File: src/rtl/md_pkg.sv
// Shared state/op encodings and exception constants for the multiply/divide issue controller.
package md_pkg;

  localparam int EXC_REG        = 30;
  localparam int MULT_EXC_CODE  = 4;
  localparam int DIV_EXC_CODE   = 5;
  localparam int TIMEOUT_CYCLES = 64;

  typedef enum logic [1:0] {
    IDLE  = 2'd0,
    START = 2'd1,
    WAIT  = 2'd2,
    DONE  = 2'd3
  } md_state_e;

  typedef enum logic {
    OP_MULT = 1'b0,
    OP_DIV  = 1'b1
  } md_op_e;

  function automatic int exc_code(input md_op_e op);
    return (op == OP_DIV) ? DIV_EXC_CODE : MULT_EXC_CODE;
  endfunction

endpackage

File: src/rtl/md_wait_counter.sv
// Clearable up-counter with terminal-count flag; bounds the WAIT state.
// Only present in builds with MD_TIMEOUT_EN defined.
`ifdef MD_TIMEOUT_EN
module md_wait_counter #(
  parameter int LIMIT = 64
) (
  input  logic clock,
  input  logic reset,
  input  logic clr,
  input  logic en,
  output logic tc
);

  localparam int CW = $clog2(LIMIT + 1);

  logic [CW-1:0] count_q;
  logic [CW-1:0] count_d;

  // tc marks the LIMIT-th enabled cycle; the count saturates there.
  assign tc = (count_q == CW'(LIMIT - 1));

  always_comb begin
    count_d = count_q;
    if (clr) begin
      count_d = '0;
    end else if (en && !tc) begin
      count_d = count_q + 1'b1;
    end
  end

  always_ff @(posedge clock) begin
    if (reset) begin
      count_q <= '0;
    end else begin
      count_q <= count_d;
    end
  end

endmodule
`endif

File: src/rtl/md_issue_ctrl.sv
// Issue controller for the multiply/divide unit: latch request, pulse start, stall, write back.
// Optional watchdog on the WAIT state is enabled with MD_TIMEOUT_EN.
module md_issue_ctrl
  import md_pkg::*;
#(
  parameter int DATA_WIDTH     = 32,
  parameter int REG_ADDR_WIDTH = 5
) (
  input  logic                      clock,
  input  logic                      reset,
  input  logic                      req_valid,
  input  logic                      req_is_div,
  input  logic [DATA_WIDTH-1:0]     req_operandA,
  input  logic [DATA_WIDTH-1:0]     req_operandB,
  input  logic [REG_ADDR_WIDTH-1:0] req_rd,
  output logic                      req_ready,
  output logic                      stall,
  output logic [DATA_WIDTH-1:0]     md_operandA,
  output logic [DATA_WIDTH-1:0]     md_operandB,
  output logic                      md_ctrl_MULT,
  output logic                      md_ctrl_DIV,
  input  logic [DATA_WIDTH-1:0]     md_result,
  input  logic                      md_exception,
  input  logic                      md_resultRDY,
  output logic                      wb_valid,
  output logic [REG_ADDR_WIDTH-1:0] wb_rd,
  output logic [DATA_WIDTH-1:0]     wb_data,
  output logic                      wb_exception
);

  localparam logic [REG_ADDR_WIDTH-1:0] EXC_RD = REG_ADDR_WIDTH'(EXC_REG);

  md_state_e                 state_q, state_d;
  md_op_e                    op_q, op_d;
  logic [REG_ADDR_WIDTH-1:0] rd_q, rd_d;
  logic [DATA_WIDTH-1:0]     opa_q, opa_d;
  logic [DATA_WIDTH-1:0]     opb_q, opb_d;
  logic                      wb_valid_q, wb_valid_d;
  logic [REG_ADDR_WIDTH-1:0] wb_rd_q, wb_rd_d;
  logic [DATA_WIDTH-1:0]     wb_data_q, wb_data_d;
  logic                      wb_exc_q, wb_exc_d;
  logic [DATA_WIDTH-1:0]     exc_data;

  assign exc_data = DATA_WIDTH'(exc_code(op_q));

`ifdef MD_TIMEOUT_EN
  logic wait_en;
  logic wait_clr;
  logic wait_tc;

  assign wait_en  = (state_q == WAIT);
  assign wait_clr = (state_q != WAIT);

  md_wait_counter #(
    .LIMIT(TIMEOUT_CYCLES)
  ) u_wait_counter (
    .clock(clock),
    .reset(reset),
    .clr  (wait_clr),
    .en   (wait_en),
    .tc   (wait_tc)
  );
`endif

  // Handshake: a request transfers on any rising edge where req_valid && req_ready;
  // req_ready is high only in IDLE, and req_valid is not required to stay up afterwards.
  assign req_ready    = (state_q == IDLE);
  assign stall        = (state_q == START) || (state_q == WAIT);
  assign md_ctrl_MULT = (state_q == START) && (op_q == OP_MULT);
  assign md_ctrl_DIV  = (state_q == START) && (op_q == OP_DIV);
  assign md_operandA  = opa_q;
  assign md_operandB  = opb_q;
  assign wb_valid     = wb_valid_q;
  assign wb_rd        = wb_rd_q;
  assign wb_data      = wb_data_q;
  assign wb_exception = wb_exc_q;

  always_comb begin
    state_d    = state_q;
    op_d       = op_q;
    rd_d       = rd_q;
    opa_d      = opa_q;
    opb_d      = opb_q;
    wb_valid_d = 1'b0;
    wb_rd_d    = wb_rd_q;
    wb_data_d  = wb_data_q;
    wb_exc_d   = wb_exc_q;
    case (state_q)
      IDLE: begin
        if (req_valid) begin
          op_d    = md_op_e'(req_is_div);
          rd_d    = req_rd;
          opa_d   = req_operandA;
          opb_d   = req_operandB;
          state_d = START;
        end
      end
      // RDY is deliberately not looked at here: it may still be high from the previous op.
      START: state_d = WAIT;
      WAIT: begin
        if (md_resultRDY) begin
          state_d    = DONE;
          wb_valid_d = 1'b1;
          if (md_exception) begin
            wb_rd_d   = EXC_RD;
            wb_data_d = exc_data;
            wb_exc_d  = 1'b1;
          end else begin
            wb_rd_d   = rd_q;
            wb_data_d = md_result;
            wb_exc_d  = 1'b0;
          end
        end
`ifdef MD_TIMEOUT_EN
        else if (wait_tc) begin
          state_d    = DONE;
          wb_valid_d = 1'b1;
          wb_rd_d    = EXC_RD;
          wb_data_d  = exc_data;
          wb_exc_d   = 1'b1;
        end
`endif
      end
      DONE:    state_d = IDLE;
      default: state_d = IDLE;
    endcase
  end

  always_ff @(posedge clock) begin
    if (reset) begin
      state_q    <= IDLE;
      op_q       <= OP_MULT;
      rd_q       <= '0;
      opa_q      <= '0;
      opb_q      <= '0;
      wb_valid_q <= 1'b0;
      wb_rd_q    <= '0;
      wb_data_q  <= '0;
      wb_exc_q   <= 1'b0;
    end else begin
      state_q    <= state_d;
      op_q       <= op_d;
      rd_q       <= rd_d;
      opa_q      <= opa_d;
      opb_q      <= opb_d;
      wb_valid_q <= wb_valid_d;
      wb_rd_q    <= wb_rd_d;
      wb_data_q  <= wb_data_d;
      wb_exc_q   <= wb_exc_d;
    end
  end

endmodule

File: config.mk
export PLATFORM = sky130hd
export DESIGN_NAME = md_issue_ctrl
export DESIGN_NICKNAME = d
export VERILOG_FILES = /design/src/rtl/md_pkg.sv /design/src/rtl/md_wait_counter.sv /design/src/rtl/md_issue_ctrl.sv
export SDC_FILE = /design/constraint.sdc
export NUM_CORES = 1
export LEC_CHECK = 0
export CAP_MARGIN = 20
export CORE_MARGIN = 10
export CORE_UTILIZATION = 35
export CTS_CLUSTER_SIZE = 30
export DETAILED_ROUTE_END_ITERATION = 10
export PLACE_DENSITY = 0.84
export REMOVE_ABC_BUFFERS = 1
export SLEW_MARGIN = 20
export SYNTH_ARGS = -nofsm -noshare
export SYNTH_HDL_FRONTEND = slang
export SYNTH_HIERARCHICAL = 1
export SYNTH_SLANG_ARGS = --single-unit
File: constraint.sdc
create_clock -name clock -period 1.2 [get_ports clock]
set_input_delay 0.18 -clock clock [delete_from_list [all_inputs] [get_ports clock]]
set_output_delay 0.18 -clock clock [all_outputs]
set_load 0.1 [all_outputs]
# Yosys cells after proc, flatten, opt, wreduce, memory -nomap -nowiden
# Cells that the tools add are included.
# classes
addsub	0
mul	0
n_div	0
magnitude_cmp	0
n_eq_ne	5
n_shift	0
muxes	8
n_bitwise	2
reduce_logical	8
# ops
op	count
$mux 32	1
$pmux 2 s4	1
$reduce_and 2->1	3
$mux 5	1
$eq 2x2->1 const B	2
$mux 2	2
$ne 2x2->1 const B	2
$mux 1	3
$eq 2x1->1 const B	1
$logic_and 1x1->1	2
$logic_not 2->1	1
$not 1->1	2
$reduce_or 2->1	1
$logic_or 1x1->1	1
# word_totals
regBits	111
latchBits	0
mem_bits_rw	0
rom_bits	0
in_bits	107
memories	0

# Longest topological paths before layout
# logic_depth
word_depth	3
depth_mapped	7

# Least setup slack after synthesis
# Ideal clock, no wire load.
# synth_path
path_kind	register to output
startpoint	register state_q[1]
endpoint	output port md_ctrl_MULT
t_arrival_ns	1.864
t_required_ns	1.020
setup_slack_ns	-0.844
path_stages_with_launch	4
n_path_buf	0
path_cell_list	dfxtp_1 -> inv_1 -> ha_1 -> nor2b_1
# synth_between
elab_chain_len	2
# synth_rtl
element	line	source
start, declared	md_issue_ctrl.sv:33	md_state_e state_q, state_d;
start signal, assigned	md_issue_ctrl.sv:141	state_q <= state_d;
$eq 2x1->1	md_issue_ctrl.sv:69	assign md_ctrl_MULT = (state_q == START) && (op_q == OP_MULT);
$logic_and 1x1->1	md_issue_ctrl.sv:69	
end, declared	md_issue_ctrl.sv:20	output logic md_ctrl_MULT,
# Every way passes these cells.

# Worst setup path after layout
# layout_path
startpoint	register state_q[1]
endpoint	register opb_q[2], in the netlist md_operandB[2]
# layout_between
elab_chain_len	2
# layout_rtl
element	line	source
$logic_not 2->1	md_issue_ctrl.sv:88	case (state_q)
$reduce_and 2->1 (no line)	--	
end signal, assigned	md_issue_ctrl.sv:145	opb_q <= opb_d;
end, declared	md_issue_ctrl.sv:37	logic [DATA_WIDTH-1:0] opb_q, opb_d;
# Every way passes these cells.
# A chain may end at the register's enable or synchronous reset.

==> run summary <==
failing checks - negative setup slack
Final nets - 838
Iter 0 DRT Violations - 262
overall power - 20.0 mW
top post-synthesis cells by count - 177 x nand2_1, 111 x dfxtp_1, 103 x a21oi_1
final wirelength - 20000 µm
dominant cells by area after synthesis - dfxtp_1 55%, nand2_1 16%, a21oi_1 13%, nand3b_1 5.7%, buf_4 1.9%
Post-synth EDFFs - 0
LEAKAGE - 3.51 nW
met2 Track Usage GR - 31.3%
Setup Skew - 5.25 ps
diodes inserted - 0
Buffers on Ports - 213
Die ar. - 16300 µm²
Yosys reg bits - 111
per-cell routed wire length - 22.8 µm
RePlAce Congestion - 0.798
drt first pass iters - 4
grt ovf - 0
CTS max path bufs - 2
Worst Hold Class - in -> reg
Worst VDD drop - 1.48 mV
Period Utilization, post-route - 125%
largest net degree at the start of global routing - 58
Top Ports - 214
WP data arrival - 1760 ps
Num CTS Buffers - 9
outcome - finished with violations
die height - 128 µm
CTS tree - built
Core Region - 11400 µm²
DP HPWL - 11400 µm
endpoints failing setup - 115
routed via count - 4588
CTS Root Cell - clkbuf_16
area of the mapped netlist - 4050 µm²
max cap viols - 0
Rows - 39
worst slack at placement - -347 ps
area fraction of the dominant cell type after synthesis - 54.9%
asr flop ratio synth - 0%
DRC viols - 0
Final Critical Period - 1500 ps
worst skew pair latency - 340 ps
Max Freq - 0.665 GHz
PwrDens - 2190 nW/µm²
fraction of layout cells with a size suffix above 1 - 43.1%
grt peak-use layer - met2
Slew headroom - 82.3%
ANT nets after route - 0
P&R area growth vs syn - 125%
GR Util met1 - 19.6%
clk slew on worst S/H paths - 70 ps
Syn Area/Cell - 8.19 µm²
GRT Util Overall - 18.5%
Post-Synthesis Cells - 494
Final Worst Setup Slack - -304 ps
total number of H-tree levels - 3
Syn. warnings - 6
Clock Sink Count - 111
sequential area share after synthesis - 54.9%
Worst Tran Pin Value - 265 ps
vias per inst - 5.24
largest fanout on the critical path - 8
crit start category - flip-flop
first-pass GRT wire length - 24300 µm
final slew viol count - 0
most frequent cell after synthesis - nand2_1
element type at the critical path end - flip-flop
initial core utilization - 35.6%
area leader, netlist - dfxtp_1
Final Hold Fails - 0
RSZ-0062 raised after global routing - yes
Main synth FF type - dfxtp_1
Post-CTS Hold Fix Bufs - 0
Critical Path RT - 1460 ps
vias in the first global route - 4532
critical path type - reg -> reg
filler cell count - 608
DIE WIDTH - 128 µm
met3 GRT Util - 8.23%
synth unique cells - 21
number of antenna violations at the first check in global routing - 0
flip-flops by register name (all words and copies together) (netlist names):
register,cells
md_operandA,32
md_operandB,32
wb_data,32
rd_q,5
wb_rd,5
state_q,2
op_q,1
wb_exception,1
wb_valid,1
kinds of logic after synthesis:
group,after synthesis,synth area share [%]
AO/OA/AOI/OAI,106,13.3
adder cells (fa/ha/maj),3,0.927
buffers and inverters,44,5.72
flip-flops,111,54.9
multiplexers,2,0.495
AND/OR/NAND/NOR,228,24.6
repair_timing:
| action | CTS | global route |
|---|---|---|
| endpoints found under the setup margin | 114 | 115 |
| resized for setup | 35 | 177 |
| pin swaps | 47 | 88 |
| hold endpoints to repair | 0 | 0 |
| gates cloned | 5 | 15 |
| buffers inserted | 9 | 4 |
layout by cell type (no fill, tap or decap), drive strengths merged:
cell type / Yosys / final
nor3: 10 / 10
and2: 3 / 3
nand2: 177 / 177
nor2: 6 / 6
mux2i: 2 / 2
buf: 23 / 147
inv: 5 / 5
a21oi: 103 / 103
clkinv: 0 / 1
o221a: 1 / 1
a22oi: 1 / 1
clkdlybuf4s50: 0 / 105
nand3b: 31 / 31
o21ai: 1 / 1
clkbuf: 16 / 23
nor2b: 1 / 1
dfxtp: 111 / 111
bufinv: 0 / 2
ha: 3 / 3
critical path, cell delays in order, from the launching register on:
cell and delay [ps]:
dfxtp_2 330, inv_2 70, buf_6 100, ha_4 160, and2_4 200, buf_12 150
buf_6 160, nand2_1 70, a21oi_1 170
layer usage:
metal | up-vias | wire (µm)
met2 | 251 | 10300
li1 | 2076 | -
met3 | 52 | 1880
met4 | 0 | 711
met1 | 2209 | 7130
met5 | - | 0
path summary, 6_finish.rpt:
| check | cells past startpoint | start | slack [ps] | endpoint |
|---|---|---|---|---|
| min | 2 | reset | 180 | md_operandA[5] |
| max | 8 | state_q[1] | -300 | md_operandB[2] |
| max reg2reg | 8 | state_q[1] | -300 | md_operandB[2] |
| min reg2reg | 2 | rd_q[0] | 480 | rd_q[0] |
cell type report:
type / count / area (µm²) / share of cell area (%)
tap: 143 / 179 / 1.97
clock buffer: 13 / 260 / 2.86
multi-input combinational: 339 / 2300 / 25.2
sequential: 111 / 2230 / 24.5
timing repair buffer: 262 / 4060 / 44.6
clock inverter: 3 / 65.1 / 0.715
inverter: 5 / 18.8 / 0.206
power by group:
group / switching (mW) / leakage, nW / internal, mW / total [mW]
Sequential: 0.589 / 0.907 / 4.24 / 4.83
Combinational: 7.12 / 2.45 / 4.77 / 11.9
Clock: 1.30 / 0.160 / 1.94 / 3.25
metrics by stage:
step | instances | hold WS, ps | utilization, % | TNS, ps | instance area [µm²]
after floorplan | 455 | 249 | - | -133140 | 3830
after global placement | 830 | 442 | 65.5 | -18760 | 7450
after detailed placement | 830 | 448 | 65.5 | -25330 | 7450
after CTS | 859 | 165 | 71.1 | -19310 | 8090
after global routing | 876 | 192 | 80.1 | -25590 | 9100
final | 876 | 179 | 80.1 | -20120 | 9100
(Power assumes the default switching activity.)
==> patch 1, RTL diff (same settings) <==
Take the reset off `rd_q`, `opa_q`, `opb_q` and `wb_data_q` and load them in a clocked block of their own.
--- a/src/rtl/md_issue_ctrl.sv
+++ b/src/rtl/md_issue_ctrl.sv
@@ -132,8 +132,4 @@
       op_q       <= OP_MULT;
-      rd_q       <= '0;
-      opa_q      <= '0;
-      opb_q      <= '0;
       wb_valid_q <= 1'b0;
       wb_rd_q    <= '0;
-      wb_data_q  <= '0;
       wb_exc_q   <= 1'b0;
@@ -142,8 +138,4 @@
       op_q       <= op_d;
-      rd_q       <= rd_d;
-      opa_q      <= opa_d;
-      opb_q      <= opb_d;
       wb_valid_q <= wb_valid_d;
       wb_rd_q    <= wb_rd_d;
-      wb_data_q  <= wb_data_d;
       wb_exc_q   <= wb_exc_d;
@@ -152,2 +144,9 @@
 
+  always_ff @(posedge clock) begin
+    rd_q      <= rd_d;
+    opa_q     <= opa_d;
+    opb_q     <= opb_d;
+    wb_data_q <= wb_data_d;
+  end
+
 endmodule
Formal check against the unedited RTL: not equivalent (Yosys sat finds a counterexample within 4 cycles, from zero or initial values and one cycle with reset high).
==> patch 1 against the original RTL <==
- maximum frequency down 1.1%
- register-to-register slack better by 0.07 ns
- routed wire length down 34%
- sequential cell count unchanged
- first-iteration DRC count down 59%
- power down 7.6%
- worst setup slack worse by 0.016 ns
- non-clock buffer count down 17
- synthesized area down 8.6%
- critical path depth down 3
- clock skew up 0.0015 ns
- cell area down 14%
- the flow still finishes with violations (setup timing)
==> patch 1: results (changes against the original RTL) <==
dp_hpwl_um: 10200  # was 11400 um
top_layer_used: "met5"  # was met4
cts_resized: 30  # was 35
status: "finished, violations left"  # unchanged
placed_area_um2: 7180  # was 7450 um^2
grt_use_met2: 0.285  # was 0.313
routed_wl_um: 13300  # was 20000 um
p_total_mw: 18.4  # was 20.0 mW
met3_wirelength_um: 2050  # was 1880 um
grtUsageMet3: 0.113  # was 0.0823
finalClockSkew_ns: 0.00676  # was 0.00525 ns
fin_cells: 585  # was 876
fin_ws_ns: -0.321  # was -0.304 ns
place_congestion: 0.788  # was 0.798
dp_cells: 546  # was 830
met1_usage: 0.170  # was 0.196
clock_latency_ns: 0.37  # was 0.34 ns
crit-reg2reg-launch: "state_q[0]"  # was state_q[1]
r2r_cells: 5  # was 8
num_vias: 2624  # was 4588
met2RoutedLength_um: 6480  # was 10300 um
ys_types: 20  # was 21
postCtsSetupRepairBufs: 6  # was 9
synth_enable_flop_cells: 101  # was 0
layout-drive-gt1-share: 0.395  # was 0.431
setup_viol: 115  # unchanged
p_clk_mw: 2.18  # was 3.25 mW
relSlewSlack: 0.833  # was 0.823
holdPathEnd: "md_operandA[28]"  # was md_operandA[5]
violations: "setup timing"  # unchanged
endpoint: "md_ctrl_DIV"  # was md_operandB[2]
-- patch 1: changes by cell type after synthesis, moves of 14 or more --
cell | unedited run | this run
nand3b_1 | 31 | 1
clkbuf_1 | 15 | 1
nor2b_1 | 1 | 31
dfxtp_1 | 111 | 10
nand2_1 | 177 | 5
edfxtp_1 | 0 | 101
a21oi_1 | 103 | 2
-- patch 1: kinds of logic after synthesis --
group,after synthesis,synth area share
AO/OA/AOI/OAI,4,0.00913
adder cells (fa/ha/maj),3,0.0101
buffers and inverters,11,0.0139
flip-flops,111,0.874
multiplexers,3,0.00845
AND/OR/NAND/NOR,55,0.0845
-- patch 1: layout make-up --
cell class	instances	area [um^2]	area share
tap	136	170	0.0217
inverter	6	35.0	0.00447
clock buffer	9	124	0.0158
timing repair inverter	5	66.3	0.00846
multi-input combinational	65	475	0.0607
sequential	111	3240	0.413
antenna	1	2.50	0.000319
clock inverter	7	63.8	0.00814
timing repair buffer	245	3660	0.468
==> patch 2, RTL diff (same settings) <==
Without the edit above. Set the parameter `REG_ADDR_WIDTH` to 6 (it was 5).
--- a/src/rtl/md_issue_ctrl.sv
+++ b/src/rtl/md_issue_ctrl.sv
@@ -6,3 +6,3 @@
   parameter int DATA_WIDTH     = 32,
-  parameter int REG_ADDR_WIDTH = 5
+  parameter int REG_ADDR_WIDTH = 6
 ) (
Interface: changed (resized req_rd and wb_rd); port bits go from 214 to 216. The function was not compared with the original's and may differ.
==> patch 2 against the original RTL <==
- the flow still finishes with violations (setup timing)
- routed wire length down 17%
- synthesized area up 4.6%
- power fell by 0.80%
- register-to-register slack improved by 0.05 ns
- cell area fell by 5.1%
- worst setup slack got worse by 0.047 ns
- critical path depth shrank 3
- sequential cell count up 2
- critical path type is now reg -> out
==> patch 2: results (changes against the original RTL) <==
holdPathEnd: "md_operandA[16]"  # was md_operandA[5]
setup_viol: 114  # was 115
path_max_fanout: 3  # was 8
dp_cells: 851  # was 830
r2r_cells: 6  # was 8
violations: "setup timing"  # unchanged
crit-reg2reg-launch: "state_q[0]"  # was state_q[1]
swShare: 0.423  # was 0.451
synthCells: 503  # was 494
fillers: 775  # was 608
placed_area_um2: 7710  # was 7450 um^2
relSlewSlack: 0.831  # was 0.823
pre_cts_slack_ns: -0.286  # was -0.347 ns
power_frac_clock: 0.236  # was 0.163
rrSetupSlack_ns: -0.25  # was -0.30 ns
p_leak_nw: 3.33  # was 3.51 nW
grt_pass1_vias: 4597  # was 4532
arrival_ns: 1.37  # was 1.76 ns
path_clk_slew_ns: 0.05  # was 0.07 ns
synth_area_leaders: "dfxtp_1 53%, nand2_1 16%, a21oi_1 12%, nand3b_1 5.1%, buf_6 2.1%"  # was dfxtp_1 55%, nand2_1 16%, a21oi_1 13%, nand3b_1 5.7%, buf_4 1.9%
dp_hpwl_um: 11700  # was 11400 um
met3_wirelength_um: 2420  # was 1880 um
routed_wl_um: 16600  # was 20000 um
fin_ws_ns: -0.351  # was -0.304 ns
io_buffer_count: 215  # was 213
layout-drive-gt1-share: 0.327  # was 0.431
num_vias: 4367  # was 4588
powerSeq_mw: 4.93  # was 4.83 mW
irDropWorstVdd_mv: 1.65  # was 1.48 mV
ys_types: 25  # was 21
status: "finished, violations left"  # unchanged
htreeDepth: 4  # was 3
ys_seq_area_frac: 0.534  # was 0.549
met1_length_um: 5730  # was 7130 um
grt_usage: 0.196  # was 0.185
endpoint: "md_ctrl_DIV"  # was md_operandB[2]
met2RoutedLength_um: 8180  # was 10300 um
postCtsSetupRepairBufs: 0  # was 9
drtIter0Drc: 150  # was 262
synthTopCellsByCount: "180 x nand2_1, 113 x dfxtp_1, 102 x a21oi_1, 29 x nand3b_1, 12 x clkbuf_1"  # was 177 x nand2_1, 111 x dfxtp_1, 103 x a21oi_1, 31 x nand3b_1, 15 x clkbuf_1
cp_top_family: "flip-flops"  # was buffers and inverters
## patch 2: cell types whose count changed after synthesis, moves of 2 or more
| cell | before | now |
|---|---|---|
| nand2_1 | 177 | 180 |
| buf_8 | 0 | 5 |
| nor3_1 | 10 | 5 |
| dfxtp_1 | 111 | 113 |
| nand3b_1 | 31 | 29 |
| nor3_2 | 0 | 5 |
| nand3b_2 | 0 | 3 |
| clkbuf_1 | 15 | 12 |
| buf_4 | 10 | 1 |
| buf_6 | 2 | 8 |
| buf_1 | 1 | 3 |
| a21oi_2 | 0 | 3 |
## patch 2: kinds of logic (layout without fill, tap and decap cells)
group | Yosys count | in the layout | synth area share
AO/OA/AOI/OAI | 108 | 108 | 0.132
adder cells (fa/ha/maj) | 3 | 3 | 0.00886
buffers and inverters | 45 | 288 | 0.0715
flip-flops | 113 | 113 | 0.534
multiplexers | 2 | 2 | 0.00473
AND/OR/NAND/NOR | 232 | 232 | 0.248
## patch 2: through the flow
stage               setup TNS, ns  utilization
finish                     -17.05        0.725
floorplan                 -137.29            -
CTS                        -20.14        0.714
global route               -29.37        0.725
global placement           -17.69        0.648
detailed placement         -22.79        0.648
## patch 2: layer usage
layer  global-route usage  vias to the layer above
li1                     -                     2109
met1                0.195                     2019
met2                0.324                      213
met3                0.118                       26
met4               0.0813                        0
met5                    0                        -
## patch 2: cell type report
class / instances / area [um^2] / share of cell area
Tap cell: 147 / 184 / 0.0213
Multi-Input combinational cell: 345 / 1760 / 0.204
Sequential cell: 113 / 2300 / 0.267
Inverter: 5 / 18.8 / 0.00217
Clock inverter: 6 / 55.1 / 0.00637
Timing Repair Buffer: 252 / 3820 / 0.442
Clock buffer: 25 / 495 / 0.0573
